===== config.mk =====
export PLATFORM = sky130hd
export DESIGN_NAME = ad_cmos_rx_framer
export DESIGN_NICKNAME = d
export VERILOG_FILES = /design/src/rtl/ad_cmos_rx_framer.sv
export SDC_FILE = /design/constraint.sdc
export NUM_CORES = 1
export LEC_CHECK = 0
export ABC_CLOCK_PERIOD_IN_PS = 4700
export CORE_MARGIN = 5
export CORE_UTILIZATION = 50
export CTS_CLUSTER_DIAMETER = 120
export DETAILED_ROUTE_END_ITERATION = 10
export GPL_ROUTABILITY_DRIVEN = 0
export PLACE_DENSITY = 0.78
export SLEW_MARGIN = 30
export SYNTH_ARGS = -nofsm -noshare
export SYNTH_HDL_FRONTEND = slang
export SYNTH_SLANG_ARGS = --single-unit

===== constraint.sdc =====
create_clock -name clk -period 4.7 [get_ports clk]
set_input_delay 1.175 -clock clk [delete_from_list [all_inputs] [get_ports clk]]
set_output_delay 1.175 -clock clk [all_outputs]
set_load 0.05 [all_outputs]

===== src/rtl/ad_cmos_rx_framer.sv =====
// ad_cmos_rx_framer: DDR CMOS RX capture, frame-alignment lock FSM and per-clock I/Q sample output.
// Define AD_CMOS_RX_ERRCNT_EN to build the saturating frame error counter behind err_count.
module ad_cmos_rx_framer #(
  parameter int DATA_WIDTH   = 12,
  parameter int LOCK_PERIODS = 4,
  parameter int ERR_WIDTH    = 16
) (
  input  logic                  clk,
  input  logic                  resetn,
  input  logic [DATA_WIDTH-1:0] rx_data_in,
  input  logic                  rx_frame_in,
  input  logic                  mode_2ch,
  output logic                  out_valid,
  output logic                  out_ch,
  output logic [DATA_WIDTH-1:0] out_i,
  output logic [DATA_WIDTH-1:0] out_q,
  output logic                  locked,
  output logic                  frame_err,
  output logic [ERR_WIDTH-1:0]  err_count
);

  localparam int         CapW     = DATA_WIDTH + 1;
  localparam logic [3:0] LockGoal = 4'(LOCK_PERIODS);

  typedef enum logic [1:0] {SEARCH, TRACK, LOCKED} state_t;

  // Behavioural IDDR bank (SAME_EDGE_PIPELINED, no reset, INIT 0); frame line is the MSB.
  logic [CapW-1:0] riseCap_q, fallCap_q, q1_q, q2_q;

  always_ff @(posedge clk) begin
    riseCap_q <= {rx_frame_in, rx_data_in};
    q1_q      <= riseCap_q;
    q2_q      <= fallCap_q;
  end

  always_ff @(negedge clk) begin
    fallCap_q <= {rx_frame_in, rx_data_in};
  end

  state_t                state_q, state_d;
  logic [1:0]            phase_q, phase_d;
  logic [3:0]            good_q, good_d;
  logic                  mode_q, mode_d;
  logic                  prevFrame_q, prevFrame_d;
  logic                  outValid_q, outValid_d;
  logic                  outCh_q, outCh_d;
  logic [DATA_WIDTH-1:0] outI_q, outI_d;
  logic [DATA_WIDTH-1:0] outQ_q, outQ_d;
  logic                  locked_q, locked_d;
  logic                  frameErr_q, frameErr_d;

  logic       frameR, frameF, legal, expFrame, violation, chan;
  logic [1:0] lastPhase, phaseNext;

  assign frameR    = q1_q[CapW-1];
  assign frameF    = q2_q[CapW-1];
  assign legal     = (frameR == frameF);
  assign lastPhase = mode_q ? 2'd3 : 2'd1;
  assign phaseNext = (phase_q == lastPhase) ? 2'd0 : phase_q + 2'd1;
  // Frame is high for phases below nch: phase<2 in two-channel mode, phase==0 in one-channel mode.
  assign expFrame  = mode_q ? ~phaseNext[1] : ~phaseNext[0];
  assign violation = ~legal | (frameR != expFrame) | (mode_2ch != mode_q);
  assign chan      = mode_q & phaseNext[0];

  always_comb begin
    state_d     = state_q;
    phase_d     = phase_q;
    good_d      = good_q;
    mode_d      = mode_q;
    prevFrame_d = frameR;
    outValid_d  = 1'b0;
    locked_d    = 1'b0;
    frameErr_d  = 1'b0;
    outCh_d     = outCh_q;
    outI_d      = outI_q;
    outQ_d      = outQ_q;
    unique case (state_q)
      SEARCH: begin
        if (legal && frameR && !prevFrame_q) begin
          state_d = TRACK;
          phase_d = 2'd0;
          good_d  = 4'd0;
          mode_d  = mode_2ch;
        end
      end
      TRACK: begin
        phase_d = phaseNext;
        if (phaseNext == 2'd0) good_d = good_q + 4'd1;
        if (violation)               state_d = SEARCH;
        else if (good_q == LockGoal) state_d = LOCKED;
      end
      LOCKED: begin
        phase_d = phaseNext;
        if (violation) begin
          state_d    = SEARCH;
          frameErr_d = 1'b1;
        end
      end
      default: state_d = SEARCH;
    endcase
    // Output registers track the state being entered, so lock loss and gain show at the same edge.
    if (state_d == LOCKED) begin
      locked_d   = 1'b1;
      outValid_d = 1'b1;
      outCh_d    = chan;
      outI_d     = q1_q[DATA_WIDTH-1:0];
      outQ_d     = q2_q[DATA_WIDTH-1:0];
    end
  end

  always_ff @(posedge clk) begin
    if (!resetn) begin
      state_q     <= SEARCH;
      phase_q     <= 2'd0;
      good_q      <= 4'd0;
      mode_q      <= 1'b0;
      prevFrame_q <= 1'b0;
      outValid_q  <= 1'b0;
      outCh_q     <= 1'b0;
      outI_q      <= '0;
      outQ_q      <= '0;
      locked_q    <= 1'b0;
      frameErr_q  <= 1'b0;
    end else begin
      state_q     <= state_d;
      phase_q     <= phase_d;
      good_q      <= good_d;
      mode_q      <= mode_d;
      prevFrame_q <= prevFrame_d;
      outValid_q  <= outValid_d;
      outCh_q     <= outCh_d;
      outI_q      <= outI_d;
      outQ_q      <= outQ_d;
      locked_q    <= locked_d;
      frameErr_q  <= frameErr_d;
    end
  end

`ifdef AD_CMOS_RX_ERRCNT_EN
  logic [ERR_WIDTH-1:0] errCount_q;

  always_ff @(posedge clk) begin
    if (!resetn) begin
      errCount_q <= '0;
    end else if (frameErr_d && (errCount_q != {ERR_WIDTH{1'b1}})) begin
      errCount_q <= errCount_q + ERR_WIDTH'(1);
    end
  end

  assign err_count = errCount_q;
`else
  assign err_count = '0;
`endif

  assign out_valid = outValid_q;
  assign out_ch    = outCh_q;
  assign out_i     = outI_q;
  assign out_q     = outQ_q;
  assign locked    = locked_q;
  assign frame_err = frameErr_q;

endmodule

==> run summary <==
The number of instances in the synthesized netlist came out at 263. TritonCTS built the clock tree. Registers take 1780 sq um. The required time at the endpoint of the critical path came out at 2.61 ns. Setup repair after global routing left no endpoint under its margin. In the layout the commonest cells are 89 x dfxtp_1, 57 x nand2_1, 42 x clkdlybuf4s50_1. The leakage power figure is 1.48 nW. The number of max-cap violations came out at 0. The total detailed-routing wirelength came out at 4.70 mm. The setup skew after layout is 0.0480 ns. Clock tree synthesis found a total of 89 sinks. At the later pin of the worst-skew pair, clock insertion delay measures 0.39 ns. After detailed routing, the wire length on met1 is 2.13 mm. The die area came out at 7680 sq um. The sum of net half-perimeters after detailed placement came out at 3.20 mm.

The slack of the worst reg-to-reg path is 1.91 ns. For this configuration, the core starts out at a cell density of 51.2%. The number of setup violations in the final report is 0. In this run the cell area of the synthesized design comes to 3010 sq um. The run finished with clean final reports. Once placement completed, the tool counted placed cells totaling 367. The slowest stage of the critical path is the clkdlybuf4s50_1 cell. The maximum fanout encountered on the critical timing path is 2. The first-pass iteration count of the detailed router came out at 4. The routed length on met3 came out at 330 um. The worst setup path is of the primary input to flop kind.

The post-synthesis sequential element count is 89. The clock-pin transition on the worst setup and hold timing paths came out at 0.09 ns. The wire length of the first global-routing pass came out at 7.75 mm. The highest layer used for signal routing is met4.

The worst register-to-register path ends at q2_q[4]. Counting both buffers and inverters, the worst setup path holds a total of 1. The area added between synthesis and finish came out at 20.9%. At the end of the flow, the number of nets in the layout was 339. The startpoint identified for the worst hold timing path is riseCap_q[5].

The via count of the first global-routing pass was 1713. The number of routed nets with antenna violations is 0. The fill cell instance count of the final layout is 506. The library cell used most frequently in the layout, excluding fill and tap cells, is dfxtp_1. The routed wirelength normalized by instance count came out at 11.9 um. After detailed routing, the number of vias per cell comes to 4.56. Traced cell by cell, the critical path runs through clkdlybuf4s50_1. The initial DRC count is 76. The number of antenna repair diodes is 0. The largest voltage drop on the vdd net came out at 249 uV. The worst hold path terminates at q1_q[5].

The initial antenna violation count is 0. The final number of max-transition violations came out at 0. The post-synthesis cell type count came out at 41.

The class of the most critical hold timing path is flop to flop. The post-CTS setup repair buffer count came out at 0. The synthesis warning total came out at 0. The met2 wire length came out at 2.17 mm. The number of gates resized after cts is 0.

The largest net degree at the start of global routing came out at 61. The mean post-synth cell area is 11.5 sq um. The synthesized design contains 0 enable-type register cells. Across all layers, the routed design uses 1805 vias. The area occupied by multi-input gates is 998 sq um. The logic depth of the worst register-to-register path is 0. The final number of hold-violating endpoints came out at 0. The count of buffers added on input and output ports is 43.

The arrival time of data at the critical path endpoint is 1.60 ns. Of the synthesized area, sequential elements account for 59.1%. The power per cell area came out at 416 nW/um^2.

At the pin with the least slew margin, the transition time is 0.539 ns. For this design the top-level I/O count stands at 60. The family with the most delay on the worst path is buffers and inverters. The overall die width came out at 87.6 um. The share of flip-flops with an asynchronous set or reset is 0%.

The final setup TNS is 0 ns. The total overflow reported by the global router came out at 0. For this run, the leading register cell type out of synthesis is dfxtp_1. After floorplanning, the core was sized to cover 5890 sq um. Row generation in the floorplan step produced 28 rows. The capturing element type of the critical path is a flop.

The cell at the root of the clock tree is clkbuf_8. The worst-case clock buffer depth is 2. The die is 87.6 um tall.

The largest incremental delay on the critical path came out at 0.43 ns. The fraction of final layout cells sized beyond drive strength 1 is 7.48%. The cell depth of the worst hold path came out at 0. The CTS H-tree depth is 3.

After detailed routing, the number of remaining DRC violations is 0. Once layout is complete, the utilization of the core stands at 61.9%. The worst setup path is launched from a primary input. The overall fraction of global-route tracks in use came out at 13.3%. The number of hold buffers added after CTS was 0. The launch point of the worst reg-to-reg path is fallCap_q[4]. The number of buffers created by CTS is 9. The final cell count without fillers is 396. The worst relative slew slack came out at 64.0%.
[state kept, by name, summed over array words and instances (netlist names), 2 cells and up]
name and flops:
fallCap_q 13, q1_q 13, q2_q 13, riseCap_q 13
out_i 12, out_q 12, good_q 4, phase_q 2
state_q 2
[layout make-up]
cell class	instances	area share (%)
well taps	75	2.58
clock inverters	20	4.60
flip-flops and latches	89	48.9
multi-input cells	153	27.4
clock buffers	9	3.40
inverters	6	0.618
repair buffers	44	12.5
[metrics by stage]
| stage | worst slack (ns) | hold WS [ns] | power (mW) | area (sq um) |
|---|---|---|---|---|
| final | 1.00 | 0.336 | 1.52 | 3640 |
| after global placement | 0.642 | 0.311 | 0.903 | 3330 |
| after floorplan | 1.07 | 0.310 | 0.898 | 3070 |
| after global routing | 1.01 | 0.345 | 1.59 | 3640 |
| after CTS | 1.01 | 0.339 | 1.54 | 3610 |
| after detailed placement | 0.601 | 0.312 | 0.906 | 3330 |
[cells by family after synthesis]
family,after synthesis,synth area share (%)
AO/OA/AOI/OAI,13,3.32
XOR/XNOR,4,1.87
adder cells (fa/ha/maj),7,2.91
buffers and inverters,36,9.80
flip-flops,89,59.1
multiplexers,28,9.30
other,1,0.124
AND/OR/NAND/NOR,85,13.6
[worst max-delay path by stage]
stage                         startpoint             to  depth (start not counted)
after detailed placement   rx_data_in[1]   fallCap_q[1]                          1
after floorplan            rx_data_in[0]   fallCap_q[0]                          0
after CTS                  rx_data_in[1]   fallCap_q[1]                          1
after global routing      rx_data_in[11]  fallCap_q[11]                          1
after global placement     rx_data_in[1]   fallCap_q[1]                          1
final                      rx_data_in[1]   fallCap_q[1]                          1
[synthesized netlist by cell type, drive strengths merged (4+ instances only)]
cell    instances  area (sq um)
dfxtp          89          1780
nand2          57           214
mux2i          28           280
buf            22           201
ha              7          87.6
inv             7          26.3
clkbuf          5          48.8
and2            4          26.3
nand3b          4          30.0
[layer usage]
| layer | track usage (%) | vias to the layer above |
|---|---|---|
| met5 | 0 | - |
| li1 | - | 928 |
| met1 | 16.3 | 820 |
| met2 | 20.5 | 49 |
| met4 | 4.60 | 0 |
| met3 | 6.49 | 8 |
[report_power, final]
group | total [mW] | switching, mW | internal (mW)
Combinational | 0.0823 | 0.0568 | 0.0256
Clock | 0.646 | 0.316 | 0.330
Sequential | 0.789 | 0.00845 | 0.780
Power figures use the tool's default switching activity.
